File: config.mk
export PLATFORM = sky130hd
export DESIGN_NAME = ysyx_25040111_lsu_flat
export DESIGN_NICKNAME = d
export VERILOG_FILES = /design/src/rtl/ysyx_25040111_lsu_if.sv /design/src/rtl/ysyx_25040111_lsu.sv /design/src/flat_wrapper.sv
export SDC_FILE = /design/constraint.sdc
export NUM_CORES = 1
export LEC_CHECK = 0
export ABC_AREA = 1
export BUFFER_PORTS_ARGS = -buffer_cell sky130_fd_sc_hd__buf_2
export CAP_MARGIN = 25
export CORE_MARGIN = 2
export CORE_UTILIZATION = 43
export CTS_BUF_LIST = sky130_fd_sc_hd__clkbuf_4
export CTS_CLUSTER_DIAMETER = 50
export CTS_CLUSTER_SIZE = 30
export DETAILED_ROUTE_END_ITERATION = 8
export GPL_TIMING_DRIVEN = 1
export MAX_ROUTING_LAYER = met4
export PLACE_DENSITY_LB_ADDON = 0.25
export SYNTH_ARGS = -nofsm -noshare
export SYNTH_HDL_FRONTEND = slang
export SYNTH_SLANG_ARGS = --single-unit
export TNS_END_PERCENT = 50
File: constraint.sdc
create_clock -name clock -period 2.5 [get_ports clock]
set_input_delay 0 -clock clock [delete_from_list [all_inputs] [get_ports clock]]
set_output_delay 0 -clock clock [all_outputs]
set_load 0.02 [all_outputs]
File: src/rtl/ysyx_25040111_lsu_if.sv
// Request-side and AXI-side bundles for the LSU.
// req: arbiter (master) -> LSU (slave); axi: LSU (master) -> crossbar (slave).
// Pure wiring, no logic or latency of its own.

interface ysyx_25040111_lsu_req_if #(
  parameter int ADDR_W = 32,
  parameter int LEN_W  = 8
);
  logic              lsu_rvalid;
  logic              lsu_rready;
  logic [ADDR_W-1:0] lsu_raddr;
  logic [LEN_W-1:0]  lsu_rlen;
  logic              lsu_burst;
  logic [1:0]        lsu_rmask;
  logic              lsu_rsign;
  logic [31:0]       lsu_rdata;
  logic              lsu_wvalid;
  logic              lsu_wready;
  logic [ADDR_W-1:0] lsu_waddr;
  logic [31:0]       lsu_wdata;
  logic [1:0]        lsu_wmask;
  logic              lsu_err;

  modport master (
    output lsu_rvalid, lsu_raddr, lsu_rlen, lsu_burst, lsu_rmask, lsu_rsign,
    output lsu_wvalid, lsu_waddr, lsu_wdata, lsu_wmask,
    input  lsu_rready, lsu_rdata, lsu_wready, lsu_err
  );

  modport slave (
    input  lsu_rvalid, lsu_raddr, lsu_rlen, lsu_burst, lsu_rmask, lsu_rsign,
    input  lsu_wvalid, lsu_waddr, lsu_wdata, lsu_wmask,
    output lsu_rready, lsu_rdata, lsu_wready, lsu_err
  );
endinterface

interface ysyx_25040111_axi_if #(
  parameter int ADDR_W = 32,
  parameter int LEN_W  = 8
);
  logic              arvalid;
  logic              arready;
  logic [ADDR_W-1:0] araddr;
  logic [LEN_W-1:0]  arlen;
  logic [2:0]        arsize;
  logic [1:0]        arburst;
  logic              rvalid;
  logic              rready;
  logic [31:0]       rdata;
  logic [1:0]        rresp;
  logic              rlast;
  logic              awvalid;
  logic              awready;
  logic [ADDR_W-1:0] awaddr;
  logic [2:0]        awsize;
  logic              wvalid;
  logic              wready;
  logic [31:0]       wdata;
  logic [3:0]        wstrb;
  logic              wlast;
  logic              bvalid;
  logic              bready;
  logic [1:0]        bresp;

  modport master (
    output arvalid, araddr, arlen, arsize, arburst, rready,
    output awvalid, awaddr, awsize, wvalid, wdata, wstrb, wlast, bready,
    input  arready, rvalid, rdata, rresp, rlast, awready, wready, bvalid, bresp
  );

  modport slave (
    input  arvalid, araddr, arlen, arsize, arburst, rready,
    input  awvalid, awaddr, awsize, wvalid, wdata, wstrb, wlast, bready,
    output arready, rvalid, rdata, rresp, rlast, awready, wready, bvalid, bresp
  );
endinterface

File: src/rtl/ysyx_25040111_lsu.sv
// LSU: turns arbiter load/store requests into AXI4 AR/R or AW/W/B transactions.
// Latency: first lsu_rready / lsu_wready >= 2 cycles after request; one DONE cycle after completion.
// Backpressure: holds AXI valids until each handshake; arbiter holds its valid until the pulse.
// Option: define YSYX_25040111_LSU_MISALIGN_EN to reject misaligned single accesses with lsu_err.

module ysyx_25040111_lsu #(
  parameter int ADDR_W = 32,
  parameter int LEN_W  = 8
) (
  input  logic                   clock,
  input  logic                   reset,
  ysyx_25040111_lsu_req_if.slave req,
  ysyx_25040111_axi_if.master    axi
);

  typedef enum logic [2:0] {
    S_IDLE, S_AR, S_R, S_AW_W, S_B, S_DONE, S_MIS
  } state_t;

  state_t            state_q, state_d;
  logic [ADDR_W-1:0] addr_q, addr_d;
  logic [LEN_W-1:0]  len_q, len_d;
  logic [LEN_W-1:0]  cnt_q, cnt_d;
  logic              burst_q, burst_d;
  logic [1:0]        mask_q, mask_d;
  logic              sign_q, sign_d;
  logic              is_rd_q, is_rd_d;
  logic              err_q, err_d;
  logic              aw_done_q, aw_done_d;
  logic              w_done_q, w_done_d;
  logic [31:0]       wdat_q, wdat_d;

  logic        lsu_rready_c, lsu_wready_c, lsu_err_c;
  logic [31:0] lsu_rdata_c;
  logic        arvalid_c, rready_c, awvalid_c, wvalid_c, bready_c;
  logic        beat_err;
  logic [1:0]  off;
  logic [2:0]  size_c;
  logic [3:0]  strb_base;
  logic [31:0] rd_shift, rd_fmt;
  logic        rd_mis, wr_mis;

  assign off = addr_q[1:0];

  // Misaligned single accesses are only trapped when the check is built in.
`ifdef YSYX_25040111_LSU_MISALIGN_EN
  assign rd_mis = !req.lsu_burst &&
                  ((req.lsu_rmask == 2'b01 && req.lsu_raddr[0]) ||
                   (req.lsu_rmask[1] && req.lsu_raddr[1:0] != 2'b00));
  assign wr_mis = (req.lsu_wmask == 2'b01 && req.lsu_waddr[0]) ||
                  (req.lsu_wmask[1] && req.lsu_waddr[1:0] != 2'b00);
`else
  assign rd_mis = 1'b0;
  assign wr_mis = 1'b0;
`endif

  // AXI size code and write strobe pattern from the latched size code.
  always_comb begin
    size_c    = 3'b000;
    strb_base = 4'b0001;
    if (burst_q || mask_q[1]) begin
      size_c    = 3'b010;
      strb_base = 4'b1111;
    end else if (mask_q[0]) begin
      size_c    = 3'b001;
      strb_base = 4'b0011;
    end
  end

  // Single-read lane alignment followed by zero/sign extension.
  always_comb begin
    rd_shift = axi.rdata >> {off, 3'b000};
    rd_fmt   = rd_shift;
    if (!mask_q[1]) begin
      if (mask_q[0])
        rd_fmt = {{16{sign_q & rd_shift[15]}}, rd_shift[15:0]};
      else
        rd_fmt = {{24{sign_q & rd_shift[7]}}, rd_shift[7:0]};
    end
  end

  // Beat is in error on a bad response or when rlast disagrees with the beat count.
  assign beat_err = (axi.rresp != 2'b00) || (axi.rlast != (cnt_q == len_q));

  // State register and latched request; reset clears everything.
  always_ff @(posedge clock or posedge reset) begin
    if (reset) begin
      state_q   <= S_IDLE;
      addr_q    <= '0;
      len_q     <= '0;
      cnt_q     <= '0;
      burst_q   <= 1'b0;
      mask_q    <= 2'b00;
      sign_q    <= 1'b0;
      is_rd_q   <= 1'b0;
      err_q     <= 1'b0;
      aw_done_q <= 1'b0;
      w_done_q  <= 1'b0;
      wdat_q    <= '0;
    end else begin
      state_q   <= state_d;
      addr_q    <= addr_d;
      len_q     <= len_d;
      cnt_q     <= cnt_d;
      burst_q   <= burst_d;
      mask_q    <= mask_d;
      sign_q    <= sign_d;
      is_rd_q   <= is_rd_d;
      err_q     <= err_d;
      aw_done_q <= aw_done_d;
      w_done_q  <= w_done_d;
      wdat_q    <= wdat_d;
    end
  end

  // Next-state and handshake outputs; read takes priority over write in IDLE.
  always_comb begin
    state_d      = state_q;
    addr_d       = addr_q;
    len_d        = len_q;
    cnt_d        = cnt_q;
    burst_d      = burst_q;
    mask_d       = mask_q;
    sign_d       = sign_q;
    is_rd_d      = is_rd_q;
    err_d        = err_q;
    aw_done_d    = aw_done_q;
    w_done_d     = w_done_q;
    wdat_d       = wdat_q;
    lsu_rready_c = 1'b0;
    lsu_wready_c = 1'b0;
    lsu_err_c    = 1'b0;
    lsu_rdata_c  = 32'h0;
    arvalid_c    = 1'b0;
    rready_c     = 1'b0;
    awvalid_c    = 1'b0;
    wvalid_c     = 1'b0;
    bready_c     = 1'b0;
    case (state_q)
      S_IDLE: begin
        if (req.lsu_rvalid) begin
          addr_d  = req.lsu_raddr;
          len_d   = req.lsu_burst ? req.lsu_rlen : '0;
          burst_d = req.lsu_burst;
          mask_d  = req.lsu_rmask;
          sign_d  = req.lsu_rsign;
          is_rd_d = 1'b1;
          err_d   = 1'b0;
          state_d = rd_mis ? S_MIS : S_AR;
        end else if (req.lsu_wvalid) begin
          addr_d    = req.lsu_waddr;
          len_d     = '0;
          burst_d   = 1'b0;
          mask_d    = req.lsu_wmask;
          sign_d    = 1'b0;
          wdat_d    = req.lsu_wdata;
          is_rd_d   = 1'b0;
          err_d     = 1'b0;
          aw_done_d = 1'b0;
          w_done_d  = 1'b0;
          state_d   = wr_mis ? S_MIS : S_AW_W;
        end
      end
      S_AR: begin
        arvalid_c = 1'b1;
        if (axi.arready) begin
          cnt_d   = '0;
          state_d = S_R;
        end
      end
      S_R: begin
        rready_c = 1'b1;
        if (axi.rvalid) begin
          lsu_rready_c = 1'b1;
          lsu_rdata_c  = burst_q ? axi.rdata : rd_fmt;
          cnt_d        = cnt_q + 1'b1;
          err_d        = err_q | beat_err;
          if (axi.rlast) begin
            lsu_err_c = err_q | beat_err;
            state_d   = S_DONE;
          end
        end
      end
      S_AW_W: begin
        awvalid_c = !aw_done_q;
        wvalid_c  = !w_done_q;
        aw_done_d = aw_done_q | (awvalid_c & axi.awready);
        w_done_d  = w_done_q | (wvalid_c & axi.wready);
        if (aw_done_d && w_done_d) state_d = S_B;
      end
      S_B: begin
        bready_c = 1'b1;
        if (axi.bvalid) begin
          lsu_wready_c = 1'b1;
          lsu_err_c    = (axi.bresp != 2'b00);
          state_d      = S_DONE;
        end
      end
      S_MIS: begin
        lsu_rready_c = is_rd_q;
        lsu_wready_c = !is_rd_q;
        lsu_err_c    = 1'b1;
        state_d      = S_DONE;
      end
      default: state_d = S_IDLE;
    endcase
  end

  assign req.lsu_rready = lsu_rready_c;
  assign req.lsu_wready = lsu_wready_c;
  assign req.lsu_err    = lsu_err_c;
  assign req.lsu_rdata  = lsu_rdata_c;

  assign axi.arvalid = arvalid_c;
  assign axi.araddr  = addr_q;
  assign axi.arlen   = len_q;
  assign axi.arsize  = size_c;
  assign axi.arburst = arvalid_c ? 2'b01 : 2'b00;
  assign axi.rready  = rready_c;
  assign axi.awvalid = awvalid_c;
  assign axi.awaddr  = addr_q;
  assign axi.awsize  = size_c;
  assign axi.wvalid  = wvalid_c;
  assign axi.wdata   = wdat_q << {off, 3'b000};
  assign axi.wstrb   = wvalid_c ? (strb_base << off) : 4'b0000;
  assign axi.wlast   = wvalid_c;
  assign axi.bready  = bready_c;

endmodule

File: src/flat_wrapper.sv
// flat-port wrapper written by rule: the top's interface ports become plain ports
module ysyx_25040111_lsu_flat 
#(
  parameter int ADDR_W = 32,
  parameter int LEN_W  = 8
)
  (clock, reset, req_lsu_rvalid, req_lsu_raddr, req_lsu_rlen, req_lsu_burst, req_lsu_rmask, req_lsu_rsign, req_lsu_wvalid, req_lsu_waddr, req_lsu_wdata, req_lsu_wmask, req_lsu_rready, req_lsu_rdata, req_lsu_wready, req_lsu_err, axi_arvalid, axi_araddr, axi_arlen, axi_arsize, axi_arburst, axi_rready, axi_awvalid, axi_awaddr, axi_awsize, axi_wvalid, axi_wdata, axi_wstrb, axi_wlast, axi_bready, axi_arready, axi_rvalid, axi_rdata, axi_rresp, axi_rlast, axi_awready, axi_wready, axi_bvalid, axi_bresp);
  ysyx_25040111_lsu_req_if #(.ADDR_W(ADDR_W), .LEN_W(LEN_W)) req_i ();
  ysyx_25040111_axi_if #(.ADDR_W(ADDR_W), .LEN_W(LEN_W)) axi_i ();
  input  logic clock;
  input  logic reset;
  input wire logic [$bits(req_i.lsu_rvalid)-1:0] req_lsu_rvalid;
  input wire logic [$bits(req_i.lsu_raddr)-1:0] req_lsu_raddr;
  input wire logic [$bits(req_i.lsu_rlen)-1:0] req_lsu_rlen;
  input wire logic [$bits(req_i.lsu_burst)-1:0] req_lsu_burst;
  input wire logic [$bits(req_i.lsu_rmask)-1:0] req_lsu_rmask;
  input wire logic [$bits(req_i.lsu_rsign)-1:0] req_lsu_rsign;
  input wire logic [$bits(req_i.lsu_wvalid)-1:0] req_lsu_wvalid;
  input wire logic [$bits(req_i.lsu_waddr)-1:0] req_lsu_waddr;
  input wire logic [$bits(req_i.lsu_wdata)-1:0] req_lsu_wdata;
  input wire logic [$bits(req_i.lsu_wmask)-1:0] req_lsu_wmask;
  output wire logic [$bits(req_i.lsu_rready)-1:0] req_lsu_rready;
  output wire logic [$bits(req_i.lsu_rdata)-1:0] req_lsu_rdata;
  output wire logic [$bits(req_i.lsu_wready)-1:0] req_lsu_wready;
  output wire logic [$bits(req_i.lsu_err)-1:0] req_lsu_err;
  output wire logic [$bits(axi_i.arvalid)-1:0] axi_arvalid;
  output wire logic [$bits(axi_i.araddr)-1:0] axi_araddr;
  output wire logic [$bits(axi_i.arlen)-1:0] axi_arlen;
  output wire logic [$bits(axi_i.arsize)-1:0] axi_arsize;
  output wire logic [$bits(axi_i.arburst)-1:0] axi_arburst;
  output wire logic [$bits(axi_i.rready)-1:0] axi_rready;
  output wire logic [$bits(axi_i.awvalid)-1:0] axi_awvalid;
  output wire logic [$bits(axi_i.awaddr)-1:0] axi_awaddr;
  output wire logic [$bits(axi_i.awsize)-1:0] axi_awsize;
  output wire logic [$bits(axi_i.wvalid)-1:0] axi_wvalid;
  output wire logic [$bits(axi_i.wdata)-1:0] axi_wdata;
  output wire logic [$bits(axi_i.wstrb)-1:0] axi_wstrb;
  output wire logic [$bits(axi_i.wlast)-1:0] axi_wlast;
  output wire logic [$bits(axi_i.bready)-1:0] axi_bready;
  input wire logic [$bits(axi_i.arready)-1:0] axi_arready;
  input wire logic [$bits(axi_i.rvalid)-1:0] axi_rvalid;
  input wire logic [$bits(axi_i.rdata)-1:0] axi_rdata;
  input wire logic [$bits(axi_i.rresp)-1:0] axi_rresp;
  input wire logic [$bits(axi_i.rlast)-1:0] axi_rlast;
  input wire logic [$bits(axi_i.awready)-1:0] axi_awready;
  input wire logic [$bits(axi_i.wready)-1:0] axi_wready;
  input wire logic [$bits(axi_i.bvalid)-1:0] axi_bvalid;
  input wire logic [$bits(axi_i.bresp)-1:0] axi_bresp;
  assign req_i.lsu_rvalid = req_lsu_rvalid;
  assign req_i.lsu_raddr = req_lsu_raddr;
  assign req_i.lsu_rlen = req_lsu_rlen;
  assign req_i.lsu_burst = req_lsu_burst;
  assign req_i.lsu_rmask = req_lsu_rmask;
  assign req_i.lsu_rsign = req_lsu_rsign;
  assign req_i.lsu_wvalid = req_lsu_wvalid;
  assign req_i.lsu_waddr = req_lsu_waddr;
  assign req_i.lsu_wdata = req_lsu_wdata;
  assign req_i.lsu_wmask = req_lsu_wmask;
  assign req_lsu_rready = req_i.lsu_rready;
  assign req_lsu_rdata = req_i.lsu_rdata;
  assign req_lsu_wready = req_i.lsu_wready;
  assign req_lsu_err = req_i.lsu_err;
  assign axi_arvalid = axi_i.arvalid;
  assign axi_araddr = axi_i.araddr;
  assign axi_arlen = axi_i.arlen;
  assign axi_arsize = axi_i.arsize;
  assign axi_arburst = axi_i.arburst;
  assign axi_rready = axi_i.rready;
  assign axi_awvalid = axi_i.awvalid;
  assign axi_awaddr = axi_i.awaddr;
  assign axi_awsize = axi_i.awsize;
  assign axi_wvalid = axi_i.wvalid;
  assign axi_wdata = axi_i.wdata;
  assign axi_wstrb = axi_i.wstrb;
  assign axi_wlast = axi_i.wlast;
  assign axi_bready = axi_i.bready;
  assign axi_i.arready = axi_arready;
  assign axi_i.rvalid = axi_rvalid;
  assign axi_i.rdata = axi_rdata;
  assign axi_i.rresp = axi_rresp;
  assign axi_i.rlast = axi_rlast;
  assign axi_i.awready = axi_awready;
  assign axi_i.wready = axi_wready;
  assign axi_i.bvalid = axi_bvalid;
  assign axi_i.bresp = axi_bresp;
  ysyx_25040111_lsu #(.ADDR_W(ADDR_W), .LEN_W(LEN_W)) u_core (.clock(clock), .reset(reset), .req(req_i), .axi(axi_i));
endmodule
==> results by group, run 1 <==
Status
  – Status: finished clean

Pwr
  – Register share of total power: 0.249
  – Clock power share: 0.077
  – Pint: approximately 0.0053 W
  – Leakage power: around 4.7 nW
  – Sw Pwr: slightly below 0.006 W
  – Power Density: around 1300 nW/um^2
  – Sw Share: 0.524
  – Logic pwr share: 0.674
  – Worst vdd ir: 738 uV
  – Power, Total: ~0.011 W

Worst setup path
  – CP most frequent cell: nand2_1
  – CP Depth: 7
  – Reg-to-reg endpoint: u_core.axi.araddr[20]
  – WS Path Type: flip-flop to output port
  – Worst path cell trace: buf_4 -> o21ai_0 -> nand2_1 -> nand2_1 -> nand3_1 -> a21oi_1 -> buf_2
  – Slowest CP cell: dfrtp_2
  – Worst stage delay on the critical path: about 510 ps
  – Reg-to-Reg Start: u_core.state_q[2]
  – Worst endpoint required time: 2500 ps
  – CP top delay family: compound AO/OA/AOI/OAI gates
  – Crit start category: flip-flop
  – R2r worst-path depth: 7
  – Crit path arrival time: ~2300 ps
  – Largest fanout on the critical path: 33
  – Buffer and inverter count on the worst path: 2
  – Origin of the worst setup path: u_core.axi.araddr[0]
  – R2R Setup Slk: between 200 and 300 ps
  – CP endpoint kind: output port

Routing
  – WL final: between 20000 and 25000 um
  – 1st-iter DRT viols: 513
  – Via count: roughly 7100
  – Detail Route Antenna Nets: 0
  – Pre-antenna DRT Iters: 5
  – Residual DRC count: 0
  – Wire per inst: around 16 um
  – Via density: between 5 and 6

Timing
  – Worst-Margin Slew: slightly below 700 ps
  – Unrepaired setup endpoints after global routing: no
  – Final setup fails: 0
  – Pins Over Slew Limit: 0
  – Clk_skew: 13.2 ps
  – Final period utilization: 0.936
  – Hold Violations, Final: 0
  – Max_slew headroom: 0.550
  – FMAX: 427 MHz
  – Final WS setup: about 160 ps
  – Fin Setup TNS: 0 ps
  – Min Tclk post-route: approximately 2300 ps

CTS
  – TritonCTS Sinks: 91
  – CTS tree: built
  – CTS max path bufs: 2
  – Setup bufs post-CTS: 0
  – Num CTS Buffers: 9
  – Clk_lat worst skew: roughly 500 ps
  – Clock H-tree levels: 3
  – Root Driver: clkbuf_4
  – Worst-path clk slew: between 100 and 150 ps

Worst hold path
  – Hold Path Stages: 7
  – WHS Endpoint: u_core.state_q[0]
  – Hold path startpoint: axi_bvalid
  – HP Class: input pin to flip-flop

Floorplan
  – Die Y-Extent: between 100 and 150 um
  – Core Area: 13700 um^2
  – Die ar.: about 15000 um^2
  – I/O pin total: roughly 310
  – Initial Utilization: 0.434
  – FP Rows: between 40 and 50
  – Die W: roughly 120 um

Yosys
  – Most frequent cell after synthesis: nand2_1
  – Top post-synthesis cells by count: nand2_1 (170), nor2_1 (129), dfrtp_1 (91), o21ai_0 (83), inv_1 (59)
  – Synthesized area per cell: about 7.3 um^2
  – Synth async-reset ratio: 1.00
  – Flops & latches, synth: between 90 and 100
  – Library cells used by synthesis: 33
  – Ys Warns: 0
  – Sequential fraction of the synthesis area: 0.382
  – Top FF cell, synth: dfrtp_1
  – Synth area leader: dfrtp_1
  – Top cells by area, synth: dfrtp_1 (38%), nand2_1 (11%), nor2_1 (8.1%)
  – Syn Inst Count: between 800 and 900
  – Post-Syn Area: 5960 um^2
  – Number of flops mapped to enable cells by yosys: 0
  – Post-synth top area share: 0.382

Global routing
  – Initial antenna violation count: 0
  – Vias in the first global route: ~6700
  – Largest net degree at the start of global routing: 58
  – First-pass GRT wire length: between 30000 and 40000 um
  – Gr usage total: 0.297
  – Grt total ovfl: 0

Finish
  – Fill cell count: roughly 1200
  – Cell Count, Final, Fillers Out: approximately 1400
  – NumNets Final: 1357
  – Layout area overhead: 47.6%
  – Layout cells sized above 1: 0.316
  – Finished layout cell area: just under 9000 um^2

Placed design
  – PortBufs: a little over 300
  – DP Wirelength: 15200 um
  – Placed cell count: 1235
  – Setup Slack @ Placement: roughly 550 ps
  – Placed Instance Area: around 7300 um^2
  – Routability Congestion: 0.914

Job
  – Max-cap violations: 0
==> what timing repair did <==
action / CTS / global route
hold buffers: 134 / 0
endpoints found under the hold margin: 119 / 0
gates resized for setup: 0 / 5
setup endpoints to repair: 0 / 33
==> power by group through the flow <==
| stage | Sequential (W) | Combinational (W) | Clock [W] |
|---|---|---|---|
| final | 0.00277 | 0.00747 | 0.000853 |
| after global routing | 0.00285 | 0.00809 | 0.000926 |
| after CTS | 0.00274 | 0.00736 | 0.000860 |
| after detailed placement | 0.00276 | 0.00659 | 0 |
| after global placement | 0.00275 | 0.00653 | 0 |
| after floorplan | 0.00300 | 0.00464 | 0 |
==> state kept, by name, indices dropped and copies added, names as in the netlist <==
name / cells
u_core.sign_q: 1
u_core.burst_q: 1
u_core.is_rd_q: 1
u_core.wdat_q: 32
u_core.aw_done_q: 1
u_core.state_q: 3
u_core.axi.arlen: 8
u_core.mask_q: 2
u_core.cnt_q: 8
u_core.axi.araddr: 32
u_core.w_done_q: 1
u_core.err_q: 1
==> kinds of logic (layout without fill, tap and decap cells) <==
logic type,count (synthesis),in the layout,synth area share
XOR/XNOR,5,5,0.00735
other,1,5,0.000629
flip-flops,91,91,0.382
AO/OA/AOI/OAI,205,205,0.202
AND/OR/NAND/NOR,344,344,0.236
buffers and inverters,152,537,0.134
multiplexers,19,19,0.0359
adder cells (fa/ha/maj),1,1,0.00210
==> cell type report <==
cell class,instances,area (um^2),share of cell area
timing repair buffer,456,3010,0.342
multi-input combinational,577,2890,0.329
sequential,91,2280,0.259
inverter,65,248,0.0282
tap,180,225,0.0256
clock buffer,9,67.6,0.00768
clock inverter,7,67.6,0.00768
antenna,2,5.00,0.000569
==> how the worst max path moves through the flow <==
stage,endpoint,slack (ps)
floorplan,u_core.aw_done_q,140
global placement,req_lsu_rdata[27],550
detailed placement,req_lsu_rdata[27],550
CTS,req_lsu_rdata[27],9
global route,axi_wstrb[3],10
finish,req_lsu_rdata[18],160
==> metrics by stage <==
stage	hold slack [ps]	util
3_5_place_dp	115	0.533
2_1_floorplan	140	-
5_1_grt	75.0	0.641
3_3_place_gp	113	0.531
6_report	47.0	0.641
4_1_cts	29.3	0.640
==> routing by layer <==
metal  global-route usage  share of wire  wire length (um)
met1                0.338           0.39              8550
met2                0.514           0.51             11200
met3               0.0581          0.073              1620
met4                0.120          0.033               737
met5                    -              0                 0
==> placed cells by master, fill, tap and decap left out, drive strengths merged, types with 2 or more instances in the layout <==
cell / n
o21ai: 84
dfrtp: 91
nand2: 176
a22oi: 11
o31ai: 34
o22ai: 15
clkbuf: 9
o211ai: 12
conb: 3
a21oi: 45
xnor2: 3
mux2: 19
diode: 2
nor2: 136
inv: 65
dlygate4sd3: 134
o21a: 2
xor2: 2
clkinv: 5
nand4: 2
nand3: 29
buf: 322
==> worst min-delay path: cells and delay by family <==
family,cells,cell delay (ps)
compound gates,1,80
xor+xnor,1,80
simple gates,3,210
buf+inv,2,140
No activity file was read; power rests on OpenSTA's default activity.
==> run 2: changes to the inputs <==
--- a/config.mk
+++ b/config.mk
@@ -8,12 +8,12 @@
 export ABC_AREA = 1
 export BUFFER_PORTS_ARGS = -buffer_cell sky130_fd_sc_hd__buf_2
 export CAP_MARGIN = 25
-export CORE_MARGIN = 2
-export CORE_UTILIZATION = 43
+export CORE_AREA = 2 2 123 125
 export CTS_BUF_LIST = sky130_fd_sc_hd__clkbuf_4
 export CTS_CLUSTER_DIAMETER = 50
 export CTS_CLUSTER_SIZE = 30
 export DETAILED_ROUTE_END_ITERATION = 8
+export DIE_AREA = 0 0 125 127
 export GPL_TIMING_DRIVEN = 1
 export MAX_ROUTING_LAYER = met4
 export PLACE_DENSITY_LB_ADDON = 0.25
==> constraint.sdc (replaced) <==
create_clock -name clock -period 2.4 [get_ports clock]
set_input_delay 0 -clock clock [delete_from_list [all_inputs] [get_ports clock]]
set_output_delay 0 -clock clock [all_outputs]
set_load 0.02 [all_outputs]
==> run 2 against run 1 <==
Critical endpoint is now u_core.axi.araddr[0]; critical path type is now flip-flop to flip-flop; flip-flop and latch count unchanged; first-iteration DRC count up 27%; clock skew up 2.3 ps; cell area up 0.83%.
==> results by group, run 2 (synthesis gave the netlist of run 1 again) <==
Finish
  – NumNets Final: roughly 1400
  – Final core utilization: 0.615
  – Cell Count, Final, Fillers Out: ~1400
  – Footprint of the multi-input gates: ~3000 um^2
  – Layout area overhead: 48.8%
  – Fill cell count: between 1000 and 1500
  – Commonest cells after routing, fill and taps aside: buf_2 (304), nand2_1 (170), dlygate4sd3_1 (130)
  – Commonest non-fill, non-tap cell in the layout: buf_2
  – Layout cells sized above 1: 0.326
  – Register Area: roughly 2300 um^2

CTS
  – Root Driver: clkbuf_4
  – Clock H-tree levels: 3
  – CTS max path bufs: 2
  – Worst-path clk slew: 140 ps
  – TritonCTS Sinks: between 90 and 100
  – CTS tree: built
  – Clk_lat worst skew: 470 ps
  – Num CTS Buffers: 9
  – Setup bufs post-CTS: 0

Pwr
  – Pint: approximately 0.0054 W
  – Register share of total power: 0.249
  – Clock power share: 0.078
  – Power, Total: about 0.012 W
  – Leakage power: 4.67 nW
  – Power Density: around 1300 nW/um^2
  – Logic pwr share: 0.673
  – Sw Share: 0.534
  – Sw Pwr: slightly above 0.006 W
  – Worst vdd ir: 769 uV

Worst setup path
  – Crit start category: flip-flop
  – WS Path Type: flip-flop to flip-flop
  – CP endpoint kind: flip-flop
  – Worst stage delay on the critical path: 620 ps
  – Buffer and inverter count on the worst path: 2
  – Crit path arrival time: 2720 ps
  – R2R Setup Slk: around 85 ps
  – Slowest CP cell: dlygate4sd3_1
  – Worst path cell trace: nor2_2 -> nand2_2 -> a21oi_2 -> inv_2 -> o31ai_1 -> dlygate4sd3_1
  – Worst endpoint required time: around 2800 ps
  – Largest fanout on the critical path: 47
  – CP top delay family: buffers and inverters

Timing
  – Unrepaired setup endpoints after global routing: yes
  – FMAX: 432 MHz
  – Final setup fails: 0
  – Final period utilization: 0.965
  – Pins Over Slew Limit: 0
  – Worst-Margin Slew: between 800 and 900 ps
  – Min Tclk post-route: around 2300 ps
  – Clk_skew: 15.5 ps
  – Max_slew headroom: 0.442
  – Fin Setup TNS: 0 ps
  – Fin Hold WS: 62.9 ps
  – Hold Violations, Final: 0

Floorplan
  – I/O pin total: 313
  – FP Rows: between 40 and 50
  – Initial Utilization: 0.413
  – Die W: roughly 130 um
  – Core Area: 14400 um^2
  – Die ar.: ~16000 um^2
  – Die Y-Extent: between 100 and 150 um

Status
  – Status: finished clean

Placed design
  – PortBufs: between 300 and 400
  – Placed cell count: 1243
  – DP Wirelength: between 15000 and 20000 um
  – Routability Congestion: 0.918

Job
  – Max-cap violations: 0

Routing
  – Via density: ~5.3
  – WL final: between 20000 and 25000 um
  – Pre-antenna DRT Iters: 5
  – 1st-iter DRT viols: 650
  – Wire per inst: 16.7 um
  – Via count: around 7300
  – Detail Route Antenna Nets: 0
  – Residual DRC count: 0

Worst hold path
  – HP Class: input pin to flip-flop

Global routing
  – First-pass GRT wire length: approximately 36000 um
  – Gr usage total: 0.290
  – Vias in the first global route: between 7000 and 8000
  – Initial antenna violation count: 2
  – Largest net degree at the start of global routing: 48
  – Grt total ovfl: 0
[run 2: layout make-up]
class                      instances  share of cell area
timing repair buffer             456               0.338
multi-input combinational        579               0.332
clock inverter                     7             0.00832
antenna                            2            0.000564
timing repair inverter             1            0.000564
clock buffer                       9             0.00762
inverter                          65              0.0295
sequential                        91               0.257
tap                              184              0.0260
[run 2: final timing paths]
| check | startpoint | end | cells after the start |
|---|---|---|---|
| max | u_core.state_q[2] | u_core.axi.araddr[0] | 6 |
| min | axi_bvalid | u_core.state_q[0] | 7 |
| max reg2reg | u_core.state_q[2] | u_core.axi.araddr[0] | 6 |
| min reg2reg | u_core.axi.araddr[29] | u_core.axi.araddr[29] | 2 |
| max in group asynchronous | reset | u_core.axi.araddr[1] | 4 |
| min in group asynchronous | reset | u_core.axi.araddr[29] | 3 |
[run 2: repair_timing]
item,4_1_cts,5_1_grt
endpoints found under the hold margin,121,0
endpoints found under the setup margin,5,37
cloned,0,3
hold buffers,130,0
gates resized for setup,2,21
[run 2: per-layer routing]
| metal | up-vias | track usage | part of all wire |
|---|---|---|---|
| li1 | 3435 | - | - |
| met1 | 3471 | 0.335 | 0.39 |
| met2 | 366 | 0.511 | 0.51 |
| met3 | 56 | 0.0511 | 0.073 |
| met4 | 0 | 0.101 | 0.031 |
| met5 | - | - | 0 |
[run 2: worst reg2reg max path, stage by stage (launching register included)]
cell           delay [ps]
dfrtp_1               440
nor2_2                180
nand2_2               110
a21oi_2               150
inv_2                 320
o31ai_1               440
dlygate4sd3_1         620
[run 2: through the flow]
step	area, um^2	setup WS (ps)
floorplan	5970	36.4
global placement	7330	489
detailed placement	7330	501
CTS	8780	10.8
global route	8870	-22.6
finish	8870	85.2
[run 2: power by group through the flow]
stage / Clock, W / Combinational (W) / Sequential (W)
3_3_place_gp: 0 / 0.00690 / 0.00286
6_report: 0.000902 / 0.00782 / 0.00289
2_1_floorplan: 0 / 0.00483 / 0.00313
3_5_place_dp: 0 / 0.00696 / 0.00286
4_1_cts: 0.000911 / 0.00756 / 0.00285
5_1_grt: 0.000982 / 0.00846 / 0.00299
